$ cat config.mk
export PLATFORM = sky130hd
export DESIGN_NAME = hit_judge
export DESIGN_NICKNAME = d
export VERILOG_FILES = /design/src/rtl/hit_judge.sv
export SDC_FILE = /design/constraint.sdc
export NUM_CORES = 1
export LEC_CHECK = 0
export BUFFER_PORTS_ARGS = -buffer_cell sky130_fd_sc_hd__buf_2
export CELL_PAD_IN_SITES_DETAIL_PLACEMENT = 2
export CELL_PAD_IN_SITES_GLOBAL_PLACEMENT = 2
export CORE_ASPECT_RATIO = 0.8
export CORE_MARGIN = 2
export CORE_UTILIZATION = 41
export CTS_BUF_LIST = sky130_fd_sc_hd__clkbuf_8 sky130_fd_sc_hd__clkbuf_16
export DETAILED_ROUTE_END_ITERATION = 10
export GPL_TIMING_DRIVEN = 0
export PLACE_DENSITY = 0.76
export SETUP_SLACK_MARGIN = 0.1
export SYNTH_ARGS = -nofsm -noshare
export SYNTH_HDL_FRONTEND = slang
export SYNTH_SLANG_ARGS = --single-unit
$ cat constraint.sdc
create_clock -name CLOCK -period 3.1 [get_ports CLOCK]
set_clock_uncertainty 0.05 [all_clocks]
set_input_delay 0.155 -clock CLOCK [delete_from_list [all_inputs] [get_ports CLOCK]]
set_output_delay 0.155 -clock CLOCK [all_outputs]
set_load 0.005 [all_outputs]
$ cat src/rtl/hit_judge.sv
// hit_judge: per-lane button conditioning, note judging and hit serialising
// for the score counter chain.
//
// Ports:
//   CLOCK    in  1  system clock, rising edge
//   RESET    in  1  asynchronous active-high reset
//   BTN      in  4  raw buttons (async), bit i = lane i
//   ARROW    in  4  hit-row occupancy, valid from the cycle after TICK
//   TICK     in  1  one-cycle playfield shift strobe
//   UP       out 1  one pulse per hit, never merged
//   MISS     out 1  pulse when any miss event was registered
//   HIT_LANE out 4  lanes judged as hits, one cycle wide
module hit_judge #(
  parameter int DEBOUNCE = 16
) (
  input  logic       CLOCK,
  input  logic       RESET,
  input  logic [3:0] BTN,
  input  logic [3:0] ARROW,
  input  logic       TICK,
  output logic       UP,
  output logic       MISS,
  output logic [3:0] HIT_LANE
);

  typedef enum logic [1:0] {
    EMPTY,
    LIVE,
    SCORED
  } lane_t;

  localparam logic [7:0] LIM = 8'(DEBOUNCE - 1);

  logic [3:0] s1, s2, db, db_d, p;
  logic [7:0] cnt [4];

  lane_t st   [4];
  lane_t st_n [4];

  logic [3:0] hit, miss;
  logic [3:0] hit_r, miss_r;
  logic       tick_d;

  logic [2:0] pending, pend_n, pop;
  logic [3:0] sum;

  // Synchroniser and debounce: db only follows s2 after it has
  // disagreed for DEBOUNCE consecutive edges.
  always_ff @(posedge CLOCK or posedge RESET) begin
    if (RESET) begin
      s1   <= '0;
      s2   <= '0;
      db   <= '0;
      db_d <= '0;
      for (int i = 0; i < 4; i++) cnt[i] <= '0;
    end else begin
      s1   <= BTN;
      s2   <= s1;
      db_d <= db;
      for (int i = 0; i < 4; i++) begin
        if (s2[i] != db[i]) begin
          if (cnt[i] == LIM) begin
            db[i]  <= s2[i];
            cnt[i] <= '0;
          end else begin
            cnt[i] <= cnt[i] + 8'd1;
          end
        end else begin
          cnt[i] <= '0;
        end
      end
    end
  end

  assign p = db & ~db_d;

  // Lane judging. The tick_d cycle reloads every lane from the fresh
  // ARROW row; a press in that cycle is judged against the new row.
  always_comb begin
    hit  = '0;
    miss = '0;
    for (int i = 0; i < 4; i++) begin
      st_n[i] = st[i];
      if (tick_d) begin
        st_n[i] = ARROW[i] ? (p[i] ? SCORED : LIVE) : EMPTY;
        hit[i]  = p[i] & ARROW[i];
        miss[i] = (p[i] & ~ARROW[i]) |
                  (TICK & ARROW[i] & ~p[i]);
      end else begin
        unique case (st[i])
          LIVE: begin
            if (p[i]) begin
              hit[i]  = 1'b1;
              st_n[i] = SCORED;
            end else begin
              miss[i] = TICK;
            end
          end
          EMPTY:   miss[i] = p[i];
          default: ;
        endcase
      end
    end
  end

  // Serialiser: one UP per queued hit, saturating at 7.
  always_comb begin
    pop = {2'b0, hit[0]} + {2'b0, hit[1]} +
          {2'b0, hit[2]} + {2'b0, hit[3]};
    sum = {1'b0, pending} + {1'b0, pop} -
          {3'b0, |pending};
    pend_n = (sum > 4'd7) ? 3'd7 : sum[2:0];
  end

  always_ff @(posedge CLOCK or posedge RESET) begin
    if (RESET) begin
      for (int i = 0; i < 4; i++) st[i] <= EMPTY;
      tick_d   <= 1'b0;
      pending  <= '0;
      UP       <= 1'b0;
      hit_r    <= '0;
      miss_r   <= '0;
      HIT_LANE <= '0;
      MISS     <= 1'b0;
    end else begin
      for (int i = 0; i < 4; i++) st[i] <= st_n[i];
      tick_d   <= TICK;
      pending  <= pend_n;
      UP       <= |pending;
      hit_r    <= hit;
      miss_r   <= miss;
      HIT_LANE <= hit_r;
      MISS     <= |miss_r;
    end
  end

endmodule
# After elaboration in Yosys (flattened, before gate mapping)
# Cells that the tools add are included.
# classes
addsub	9
n_lt_le_gt_ge	1
eq_ne	12
muxes	53
n_bitwise	30
reduce_logical	22
# ops
operator	count
two-way mux 8 bit	8
two-way mux 2 bit	20
adder 8 x 1 -> 8 bit (second input constant)	4
equality test 8 x 4 -> 1 bit (second input constant)	4
two-way mux 1 bit	20
bitwise AND 1 bit	16
AND reduction 2 bit	8
nonzero test 2 bit	8
equality test 2 x 1 -> 1 bit (second input constant)	4
logical NOT 2 bit	4
inverter 1 bit	8
case mux 1 bit (2 select lines)	4
adder 3 x 3 -> 4 bit	1
bitwise AND 4 bit	1
> comparator 4 x 3 -> 1 bit (second input constant)	1
!= test 1 bit	4
inverter 4 bit	1
bitwise OR 1 bit	4
OR reduction 4 bit	1
subtractor 4 x 1 -> 4 bit	1
adder 2 x 1 -> 3 bit	1
adder 3 x 1 -> 3 bit	1
two-way mux 3 bit	1
OR reduction 3 bit	1
adder 1 x 1 -> 2 bit	1
# totals
reg_bits	74
out_inout_bits	6
wordCells	149

# Longest topological paths before layout
# logic_depth
depth_word	12
depth_mapped	12
depth_no_buf	11

# Worst setup path before layout
# Ideal clock, no wire load.
# synth_timing
path_type	reg-to-reg
start	reg tick_d
end	reg pending[1]
setup_time_ns	0.128
arrival_time_ns	2.487
required_time_ns	2.922
setup_slack_ns	0.435
stages_incl_launch_ff	12
n_path_buf	1
period_less_slack_ns	2.665
path_cell_list	dfrtp_1 -> buf_2 -> nand2_1 -> o21ai_0 -> nand2_1 -> ha_1 -> fa_1 -> fa_1 -> inv_1 -> fa_1 -> nor2b_1 -> mux2i_1
# synth_via
elab_chain_len	8
# synth_lines
item	line_no	source
from (decl)	42	logic tick_d;
from (signal assigned)	118	tick_d <= 1'b0;
from (signal assigned)	127	tick_d <= TICK;
two-way mux 1 bit	84	if (tick_d) begin
adder 1 x 1 -> 2 bit	108	pop = {2'b0, hit[0]} + {2'b0, hit[1]} +
adder 2 x 1 -> 3 bit	108	
adder 3 x 1 -> 3 bit *	109	{2'b0, hit[2]} + {2'b0, hit[3]};
adder 3 x 3 -> 4 bit *	110	sum = {1'b0, pending} + {1'b0, pop} -
subtractor 4 x 1 -> 4 bit *	110	
> comparator 4 x 3 -> 1 bit	112	pend_n = (sum > 4'd7) ? 3'd7 : sum[2:0];
two-way mux 3 bit *	112	
via pend_n[1]	44	logic [2:0] pending, pend_n, pop;
to (signal assigned)	128	pending <= pend_n;
to (decl)	44	
# The timed path passes the listed nets; every way through them passes the cells marked *.
# A chain may end at the register's enable or synchronous reset.

# Final worst setup path
# layout_timing
start	reg tick_d
end	reg pending[0]
# The elaborated chain is that of the path after synthesis.

==> run_results.csv <==
group,metric,value,unit
die,die_h,84.3,um
synthesis,synth_cell_types,36,
grt,grt_pass1_vias,2572,
synthesis,synthFlopType,"dfrtp_1",
worst_hold_path,hold_class,"input pin to flop",
grt,antenna_found_initial,0,
worst_setup_path,r2r_setup_slack,250,ps
placement,post-place-ws,99.3,ps
layout,antennaDiodeCount,0,
worst_hold_path,worst_hold_path.endpoint,"st[5]",
clocking,postCtsSetupRepairBufs,0,
placement,place_congestion,0.724,
layout,final_nets,353,
placement,placed_area,3550,um2
grt,overflow,0,
synthesis,ys_async_sr_fraction,1.00,
clocking,clock-root-buffer,"clkbuf_8",
clocking,insertion_delay,350,ps
die,io_pins,17,
clocking,cts_buffers,9,
synthesis,syn-cell-area,3300,um2
clocking,cts_tree,"yes",
worst_setup_path,cp.arrival,3040,ps
worst_setup_path,max_stage_delay,570,ps
timing,setup_violations,0,
clocking,cts.sinks,74,
layout,final_cell_mix,"74 x dfrtp_1, 29 x nor2_1, 21 x a21oi_1, 17 x o21ai_0",
timing,max_freq,0.351,GHz
worst_setup_path,crit_slowest_cell,"fa_1",
power_and_ir_drop,irDropWorstVdd,0.393,mV
timing,fin_crit_sh,0.918,
power_and_ir_drop,leakage,0.00175,uW
timing,tightest_slew,635,ps
timing,slew_headroom,0.574,
routing,detail_route.wl_per_cell,16.3,um
placement,portBuffers,16,
synthesis,synth-edff-count,0,
routing,postRouteAntennaNets,0,
worst_setup_path,worstPathMaxFanout,3,
status,status,"complete, no violations",
worst_hold_path,min_from,"ARROW[1]",
synthesis,syn-num-nets,319,
layout,syn2layout_area_growth,15.6,%
routing,wirelength,7.22,mm
timing,rsz0062_at_grt,"no",
worst_setup_path,end_kind,"flop",
grt,track_usage,0.188,
layout,final_area,3820,um2
worst_setup_path,crit_required,3290,ps
timing,finalHoldViolCount,0,
grt,grt_pass1_wl,12.8,mm
routing,drt_iter0_drc,65,
die,dieArea,8790,um2
timing,fin_setup_tns,0,ps
grt,grt_max_degree,49,
clocking,ctsHtreeMaxLevel,3,
worst_setup_path,reg2reg_depth,10,
worst_setup_path,crit_chain,"nand2b_1, o21ai_1, nand2_1, ha_4, fa_1, fa_2, inv_2, a21o_1, a21oi_2, mux2_2",
routing,drt_first_pass_iters,4,
clocking,clk_path_buf_depth,2,
worst_setup_path,worstReg2RegEnd,"pending[0]",
timing,finalCriticalPeriod,2850,ps
power_and_ir_drop,cellPowerDensity,575,nW/um2
timing,slew_viol_final,0,
synthesis,synth.yosys.seq_area_share,0.561,
clocking,clk_pin_slew,70,ps
die,core_area,7870,um2
synthesis,ys_seq_elements,74,
placement,hpwl,5.03,mm
synthesis,ys_warn_count,0,
synthesis,synthCells,296,
job,drv_cap,0,
worst_hold_path,holdPathStages,3,
layout,layout_commonest_cell,"dfrtp_1",
worst_setup_path,crit_type,"flop to flop",
layout,drive_gt1_frac,0.153,
worst_setup_path,rr_startpoint,"tick_d",
routing,vias_per_cell,5.17,
die,dieWidth,104,um
routing,vias,2285,
worst_setup_path,critPathLaunchType,"flop",
timing,setup_ws,254,ps
die,rows,29,
die,start_util,0.419,
routing,drc,0,
synthesis,syn_area_per_cell,11.2,um2
## power breakdown
group	total [uW]	switching (uW)	internal, uW
logic	412	228	184
clock network	732	351	381
registers	1050	29.9	1020
total	2190	608	1580
## what timing repair did
| item | 4_1_cts | 5_1_grt |
|---|---|---|
| gates resized for setup | 0 | 8 |
| hold buffers | 6 | 0 |
| hold endpoints to repair | 31 | 0 |
| endpoints found under the setup margin | 0 | 3 |
## area by class of cell
type                    count  area (um2)
flip-flops and latches     74        1850
plain buffers               3        18.8
fillers                   828        4060
clock inverters             5        47.5
repair buffers             23         168
multi-input cells         204        1400
inverters                  15        58.8
well taps                 108         135
clock buffers              10         138
## through the flow
stage | power (uW) | hold slack, ps | cells | utilization
final | 2190 | 83.4 | 442 | 0.485
after global routing | 2340 | 75.6 | 442 | 0.485
after CTS | 2230 | 63.2 | 442 | 0.482
after detailed placement | 1470 | 120 | 421 | 0.451
after global placement | 1430 | 214 | 420 | 0.447
after floorplan | 1360 | 136 | 296 | -
## per-layer routing
layer | wire, um | GRT usage
met5 | 0 | 0
met4 | 114 | 0.0749
met3 | 177 | 0.0450
met2 | 3680 | 0.327
met1 | 3250 | 0.226
## Yosys cell counts (4+ instances only)
| cell type | number | area [um2] |
|---|---|---|
| dfrtp_1 | 74 | 1850 |
| nand2b_1 | 9 | 56.3 |
| nor2_1 | 30 | 113 |
| nand4_1 | 4 | 25.0 |
| nand3_1 | 14 | 70.1 |
| ha_1 | 9 | 113 |
| nor4_4 | 4 | 85.1 |
| a22o_1 | 5 | 43.8 |
| xnor2_1 | 11 | 96.3 |
| o21ai_0 | 18 | 90.1 |
| xor2_1 | 6 | 52.6 |
| inv_1 | 15 | 56.3 |
| a21oi_1 | 21 | 105 |
| nand2_1 | 16 | 60.1 |
| nor2b_1 | 10 | 62.6 |
| nor3_1 | 6 | 30.0 |
| o22ai_1 | 8 | 50.1 |
| or3_1 | 4 | 25.0 |
## worst max path at each step
stage | from | end | slack (ps)
6_report | tick_d | pending[0] | 250
3_5_place_dp | tick_d | pending[1] | 100
3_3_place_gp | RESET | pending[2] | 20
5_1_grt | tick_d | pending[2] | 110
4_1_cts | tick_d | pending[1] | 110
2_1_floorplan | tick_d | pending[1] | 440
## critical path: cells and delay by family, from the launching register on
| family | cells | cell delay [ps] |
|---|---|---|
| AOI/OAI and AO/OA | 3 | 580 |
| adders and majority gates | 3 | 1010 |
| buffers and inverters | 1 | 40 |
| DFF | 1 | 390 |
| muxes | 1 | 360 |
| and+or+nand+nor | 2 | 310 |
## kinds of logic (layout without fill, tap and decap cells)
family          after synthesis  in the layout  synth area share
simple gates                113            113             0.199
xor+xnor                     17             17            0.0451
compound gates               55             55            0.0951
buf+inv                      18             56            0.0208
flops                        74             74             0.561
fa+ha+maj                    12             12            0.0523
mux                           7              7            0.0265
## sequential cells by signal (all words and copies together) (netlist names)
register  count
cnt          32
tick_d        1
HIT_LANE      4
hit_r         4
db            4
miss_r        4
pending       3
st            8
s1            4
db_d          4
s2            4
UP            1
MISS          1
No activity file was read; power rests on OpenSTA's default activity.
